`config.mk`:
```
export PLATFORM = sky130hd
export DESIGN_NAME = shift_subtract_binary_divider
export DESIGN_NICKNAME = d
export VERILOG_FILES = /design/src/rtl/shift_subtract_binary_divider.sv
export SDC_FILE = /design/constraint.sdc
export NUM_CORES = 1
export LEC_CHECK = 0
export CORE_UTILIZATION = 45
export DETAILED_ROUTE_END_ITERATION = 12
export DONT_BUFFER_PORTS = 1
export PLACE_DENSITY = 0.66
export SLEW_MARGIN = 0
export SYNTH_ARGS = -nofsm -noshare
export SYNTH_HDL_FRONTEND = slang
export SYNTH_SLANG_ARGS = --single-unit
```
`constraint.sdc`:
```
create_clock -name clk -period 2.01 [get_ports clk]
set_input_delay 0.1005 -clock clk [delete_from_list [all_inputs] [get_ports clk]]
set_output_delay 0.1005 -clock clk [all_outputs]
set_load 0.03 [all_outputs]
```
`src/rtl/shift_subtract_binary_divider.sv`:
```
// Sequential unsigned restoring divider: one quotient bit per clock, done strobe on completion.
// Optional DIVIDER_EARLY_ZERO_EN: a zero divisor finishes after one busy cycle instead of M.
module shift_subtract_binary_divider #(
   parameter int unsigned M = 16,
   parameter int unsigned N = 8
) (
   input  logic         clk,
   input  logic         rst,
   input  logic         start,
   input  logic [M-1:0] dividend,
   input  logic [N-1:0] divisor,
   output logic         busy,
   output logic         done,
   output logic [M-1:0] quotient,
   output logic [N-1:0] remainder,
   output logic         div_by_zero
);

   localparam int unsigned CW = (M > 1) ? $clog2(M) : 1;
   localparam logic [CW-1:0] LAST = CW'(M - 1);

   typedef enum logic [1:0] {IDLE = 2'd0, RUN = 2'd1, DONE = 2'd2} state_t;

   state_t         state;
   logic [M-1:0]   q_shift;
   logic [N-1:0]   dvsr;
   logic [N-1:0]   rem;
   logic [CW-1:0]  cnt;
   logic           dz;

   logic [N:0]     r_trial;
   logic           fits;
   logic [N-1:0]   rem_nxt;
   logic [M-1:0]   q_nxt;

   // One restoring step: shift in the next dividend bit and trial-subtract the divisor.
   always_comb begin
      r_trial = {rem, q_shift[M-1]};
      fits    = r_trial >= {1'b0, dvsr};
      rem_nxt = fits ? N'(r_trial - {1'b0, dvsr}) : r_trial[N-1:0];
      q_nxt   = (q_shift << 1) | M'(fits);
   end

   always_ff @(posedge clk or posedge rst) begin
      if (rst) begin
         state       <= IDLE;
         busy        <= 1'b0;
         done        <= 1'b0;
         quotient    <= '0;
         remainder   <= '0;
         div_by_zero <= 1'b0;
         q_shift     <= '0;
         dvsr        <= '0;
         rem         <= '0;
         cnt         <= '0;
         dz          <= 1'b0;
      end else begin
         case (state)
            RUN: begin
`ifdef DIVIDER_EARLY_ZERO_EN
               // Zero divisor: publish the same result the full run would give, skipping iterations.
               if (dz) begin
                  quotient    <= '1;
                  remainder   <= q_shift[N-1:0];
                  div_by_zero <= 1'b1;
                  busy        <= 1'b0;
                  done        <= 1'b1;
                  state       <= DONE;
               end else
`endif
               begin
                  q_shift <= q_nxt;
                  rem     <= rem_nxt;
                  cnt     <= cnt + 1'b1;
                  if (cnt == LAST) begin
                     quotient    <= q_nxt;
                     remainder   <= rem_nxt;
                     div_by_zero <= dz;
                     busy        <= 1'b0;
                     done        <= 1'b1;
                     state       <= DONE;
                  end
               end
            end
            default: begin
               // IDLE and DONE both accept a new request; DONE drops its strobe here.
               done <= 1'b0;
               if (start) begin
                  q_shift <= dividend;
                  dvsr    <= divisor;
                  rem     <= '0;
                  cnt     <= '0;
                  dz      <= (divisor == '0);
                  busy    <= 1'b1;
                  state   <= RUN;
               end else begin
                  state <= IDLE;
               end
            end
         endcase
      end
   end

endmodule

```
==> results of run 1 <==
-- logic make-up (layout without fill, tap and decap cells) --
group / count (synthesis) / in the layout / synth area share [%]
XOR/XNOR: 2 / 2 / 0.553
multiplexers: 29 / 29 / 9.63
flip-flops: 65 / 65 / 51.3
AO/OA/AOI/OAI: 63 / 63 / 12.5
AND/OR/NAND/NOR: 123 / 123 / 17.7
adder cells (fa/ha/maj): 10 / 10 / 4.18
buffers and inverters: 31 / 66 / 4.10
-- layout by cell type (no fill, tap or decap), types with 6 or more instances in the layout --
cell type and count:
nand3b_1 7, inv_1 12, mux2_2 8, mux2i_1 20
nand2_1 84, a31oi_1 6, buf_4 11, nor2_1 7
dlygate4sd3_1 24, o21ai_0 32, dfrtp_1 65, clkbuf_8 9
-- worst max-delay path, cell delays in order (launching register included) --
cell and delay (ns):
dfrtp_1 0.39, inv_2 0.06, ha_2 0.17, inv_1 0.06, fa_2 0.37, a211oi_2 0.23
or4_1 0.14, o2111ai_1 0.10, mux2i_1 0.20, o21ai_1 0.10
-- report_power, final --
part	internal [W]	total, W	switching (W)
clock	0.000703	0.00124	0.000533
combinational	0.00155	0.00340	0.00185
sequential	0.00197	0.00299	0.00101
total	0.00422	0.00762	0.00340
-- repair_timing --
item | CTS | global route
resized for setup | 1 | 17
hold buffers | 24 | 0
pin swaps | 0 | 1
endpoints found under the setup margin | 2 | 13
endpoints found under the hold margin | 98 | 0
-- per-stage QoR --
step	instances	TNS (ns)	setup WS, ns	power (W)
6_report	454	0	0.0942	0.00762
2_1_floorplan	323	0	0.140	0.00530
3_3_place_gp	414	0	0.0112	0.00596
4_1_cts	454	0	0.0226	0.00737
5_1_grt	454	-0.0903	-0.0378	0.00822
3_5_place_dp	414	-0.0704	-0.0441	0.00604
-- worst paths after layout --
check	depth (start not counted)	endpoint	startpoint	slack, ns
max	9	remainder[6]	q_shift[15]	0.09
min	2	q_shift[0]	dividend[0]	0.02
max reg2reg	9	remainder[6]	q_shift[15]	0.09
min reg2reg	1	cnt[3]	cnt[3]	0.50
max in group asynchronous	3	rem[6]	rst	1.35
min in group asynchronous	2	quotient[2]	rst	0.11
-- layout make-up --
cell class | instances | share of cell area, %
repair buffers | 36 | 8.90
multi-input cells | 227 | 38.7
well taps | 96 | 3.12
clock inverters | 6 | 2.34
inverters | 14 | 1.36
clock buffers | 10 | 3.31
flip-flops and latches | 65 | 42.2
-- flip-flops by register name (all words and copies together) (netlist names) --
signal,cells
state,1
done,1
div_by_zero,1
remainder,8
rem,8
q_shift,16
busy,1
quotient,16
dz,1
dvsr,8
cnt,4
-- per-layer routing --
layer,global-route usage (%),part of all wire (%)
met2,30.9,45
met1,26.4,44
met5,0,0
met3,7.03,8.2
met4,7.58,2.1
==> impl_metrics.yaml, run 1 <==
yosys:
  ys_types: 45
  avgSynthCellArea_sq_um: 9.82
  synth-async-reset-ratio_pct: 100
  netlist_area_sq_mm: 0.00317
  yosys_most_used_dff: "dfrtp_1"
  syn-instance-count: 323
  synth.most_common_cell: "nand2_1"
  yosys.area.top_type: "dfrtp_1"
  synthTopCellsByCount: "nand2_1 (84), dfrtp_1 (65), o21ai_0 (34)"
  synth_top_cell_area_share_pct: 51.3
  synth_nets: 360
  yosysSeqAreaShare_pct: 51.3
  ys_ff_latch: 65
  yosys_warnings: 0
  synth_edf_count: 0
  yosys-top-cells-area: "dfrtp_1 (51%), nand2_1 (9.9%), mux2i_1 (6.3%)"
route:
  dr.pass1.iters: 4
  drtAntennaViolNets: 0
  vias_per_cell: 5.37
  drt_iter0_drc: 223
  drc: 0
  wl_per_cell_um: 15.2
  via_count: 2438
  wl_um: 6920
setup_path:
  crit_fanout: 3
  cp_data_required_time_ns: 2.24
  arrival_ns: 2.15
  cp-end-kind: "flip-flop"
  worstSetupPathType: "flip-flop to flip-flop"
  critPathLaunchType: "flip-flop"
sta:
  rsz0062_at_grt: "true"
  fin_crit_sh_pct: 95.3
  finalSetupViolCount: 0
  worst_pin_slew_ns: 1.13
  fmax_mhz: 522
  hold_violations: 0
  whs_ns: 0.0198
  fin_crit_ns: 1.92
  slew_headroom_pct: 24.6
  slew_viol_final: 0
  clock_skew_ns: 0.0178
finish:
  diodes: 0
  final_nets: 390
  final_area_sq_mm: 0.00385
  fillers: 583
  utilization_pct: 56.7
  area_growth_pct: 21.5
  regArea_sq_mm: 0.00163
  multi_input_area_sq_mm: 0.00149
  drive_above_1_share_pct: 17.3
power_and_ir_drop:
  power.leakage_nw: 1.77
  powerDensity_mw_per_mm2: 1980
  peakVddDrop_v: 0.000595
grt:
  grtUsageTotal_pct: 20.2
  antenna_found_initial: 0
  grt_pass1_wl_um: 11500
  grt_max_degree: 59
  grt_pass1_vias: 2418
  grt-ovfl-total: 0
floorplan:
  initial_core_util_pct: 46.7
  die_area_sq_mm: 0.00739
  die_w_um: 85.9
  die_height_um: 85.9
  num_rows: 30
  io_pins: 54
  coreArea_sq_mm: 0.00679
clock_tree:
  clk_path_buf_depth: 2
  cts.sinks: 65
  clock_latency_ns: 0.35
  numCtsBuffers: 9
  tritoncts: "built"
  clk_pin_slew_worst_paths_ns: 0.08
  cts.htree.levels: 3
  clock-root-buffer: "clkbuf_8"
  post-cts-setup-buffers: 0
placed_design:
  hpwl_um: 4470
  portBuffers: 0
  dpl_cell_area_sq_mm: 0.00332
  gp_congestion: 0.886
flow_run:
  maxCapViolations: 0
hold_path:
  hold_path.class: "primary input to flip-flop"
status:
  run_status: "finished, final reports clean"
No activity file was read; power rests on OpenSTA's default activity.
==> run 2, diff against run 1 <==
--- a/config.mk
+++ b/config.mk
@@ -5,10 +5,10 @@
 export SDC_FILE = /design/constraint.sdc
 export NUM_CORES = 1
 export LEC_CHECK = 0
-export CORE_UTILIZATION = 45
+export CORE_UTILIZATION = 55
 export DETAILED_ROUTE_END_ITERATION = 12
 export DONT_BUFFER_PORTS = 1
-export PLACE_DENSITY = 0.66
+export PLACE_DENSITY = 0.77
 export SLEW_MARGIN = 0
 export SYNTH_ARGS = -nofsm -noshare
 export SYNTH_HDL_FRONTEND = slang
==> impl_metrics.yaml, run 2 (synthesized netlist as in run 1, its figures left out) <==
status:
  run_status: "finished, final reports clean"
route:
  wl_per_cell_um: 16.3
  vias_per_cell: 5.68
  dr_wl_met2_um: 3380
  route.met3.wl_um: 456
  drt-met1-wl_um: 3160
  dr.pass1.iters: 4
  highest_layer: "met4"
  wl_um: 7070
  drc: 0
  drt_iter0_drc: 175
  via_count: 2465
  drtAntennaViolNets: 0
sta:
  whs_ns: 0.0119
  slew_headroom_pct: 24.3
  layout_setup_ws_ns: 0.0398
  fin_crit_sh_pct: 98.0
  clock_skew_ns: 0.0111
  rsz0062_at_grt: "true"
  hold_violations: 0
  finalSetupViolCount: 0
  slew_viol_final: 0
  fmax_mhz: 508
  fin_crit_ns: 1.97
  fin_setup_tns_ns: 0
  worst_pin_slew_ns: 1.13
finish:
  area_growth_pct: 21.9
  drive_above_1_share_pct: 17.7
  multi_input_area_sq_mm: 0.00148
  final_common_cell: "nand2_1"
  diodes: 0
  utilization_pct: 69.8
  final_cell_mix: "nand2_1 (84), dfrtp_1 (65), o21ai_0 (32), dlygate4sd3_1 (24), mux2i_1 (20)"
  final_area_sq_mm: 0.00386
  regArea_sq_mm: 0.00163
  reg_top3: "q_shift x16, quotient x16"
  fillers: 420
  final_nets: 394
floorplan:
  io_pins: 54
  die_w_um: 77.9
  die_height_um: 77.9
  die_area_sq_mm: 0.00607
  coreArea_sq_mm: 0.00554
  num_rows: 27
  initial_core_util_pct: 57.2
power_and_ir_drop:
  peakVddDrop_v: 0.000877
  seq_power_share_pct: 38.3
  p_switching_w: 0.00346
  p_sw_share_pct: 44.3
  powerDensity_mw_per_mm2: 2020
  power.internal_w: 0.00435
  combPwrFrac_pct: 45.0
  power.leakage_nw: 1.81
  power.share.clock_pct: 16.7
setup_path:
  arrival_ns: 2.24
  crit_fanout: 8
  critPathLaunchType: "flip-flop"
  cpPeakStageDelay_ns: 0.41
  crit_slowest_cell: "dfrtp_1"
  path_buf_inv: 0
  path_cells: "ha_1 > a21oi_4 > o221ai_4 > a21o_4 > mux2_4 > o21ai_1"
  cp_data_required_time_ns: 2.28
  cp-end-kind: "flip-flop"
  worst_path_dominant_cell_family: "compound AO/OA/AOI/OAI gates"
  worstSetupPathType: "flip-flop to flip-flop"
placed_design:
  gp_congestion: 0.884
  portBuffers: 0
  hpwl_um: 4470
  place_ws_ns: -0.0587
  dpl_cell_area_sq_mm: 0.00329
flow_run:
  maxCapViolations: 0
grt:
  grt-ovfl-total: 0
  antenna_found_initial: 0
  grt_pass1_vias: 2429
  grt_max_degree: 43
  grt_pass1_wl_um: 11400
  grtUsageTotal_pct: 24.7
clock_tree:
  clock_latency_ns: 0.35
  clock-root-buffer: "clkbuf_8"
  tritoncts: "built"
  numCtsBuffers: 9
  cts.htree.levels: 3
  clk_path_buf_depth: 2
  cts.sinks: 65
  clk_pin_slew_worst_paths_ns: 0.08
hold_path:
  hold_path.class: "primary input to flip-flop"
==> run 2: cell types whose count changed in the layout (fill, tap and decap cells not counted), moves of 2 or more <==
cell | before | now
a21oi_2 | 4 | 2
buf_4 | 11 | 15
clkbuf_8 | 9 | 12
ha_2 | 3 | 1
ha_1 | 4 | 6
a21oi_1 | 1 | 3
==> run 2: layout make-up <==
type	instances	area share (%)
multi-input cells	227	38.4
well taps	72	2.33
repair buffers	40	9.65
clock buffers	12	4.27
flip-flops and latches	65	42.1
inverters	14	1.36
clock inverters	4	1.91
==> run 2: what timing repair did <==
| action | in CTS | in global routing |
|---|---|---|
| setup endpoints to repair | 4 | 13 |
| hold endpoints to repair | 59 | 0 |
| gates resized for setup | 2 | 13 |
| buffers inserted | 0 | 4 |
| pin swaps | 0 | 4 |
| hold buffers | 24 | 0 |
| cloned | 0 | 0 |
==> run 2: worst reg2reg max path, stage by stage, from the launching register on <==
cell and delay [ns]:
dfrtp_1 0.41, ha_1 0.41, a21oi_4 0.24, o221ai_4 0.13, a21o_4 0.26, mux2_4 0.33
o21ai_1 0.12
==> run 2: stage by stage <==
stage,instances,power [W]
2_1_floorplan,323,0.00530
3_3_place_gp,390,0.00589
3_5_place_dp,390,0.00603
4_1_cts,430,0.00741
5_1_grt,434,0.00836
6_report,434,0.00781
==> run 2: routing by layer <==
metal,up-vias,GRT usage (%)
li1,1176,-
met5,-,0
met1,1202,34.0
met4,0,8.33
met2,79,38.2
met3,8,6.24
==> run 2: final timing paths <==
kind | startpoint | to | slack, ns | cells after the start
min in group asynchronous | rst | quotient[3] | 0.28 | 2
max in group asynchronous | rst | div_by_zero | 1.11 | 3
worst min register to register | cnt[3] | cnt[3] | 0.49 | 1
worst max register to register | rem[3] | rem[0] | 0.04 | 6
worst max-delay path | rem[3] | rem[0] | 0.04 | 6
worst min-delay path | dividend[15] | q_shift[15] | 0.01 | 2
==> run 2: power groups by stage <==
stage / combinational [W] / sequential [W] / clock, W
finish: 0.00352 / 0.00299 / 0.00130
global route: 0.00391 / 0.00307 / 0.00138
CTS: 0.00313 / 0.00296 / 0.00132
detailed placement: 0.00305 / 0.00298 / 0
global placement: 0.00293 / 0.00296 / 0
floorplan: 0.00245 / 0.00286 / 0
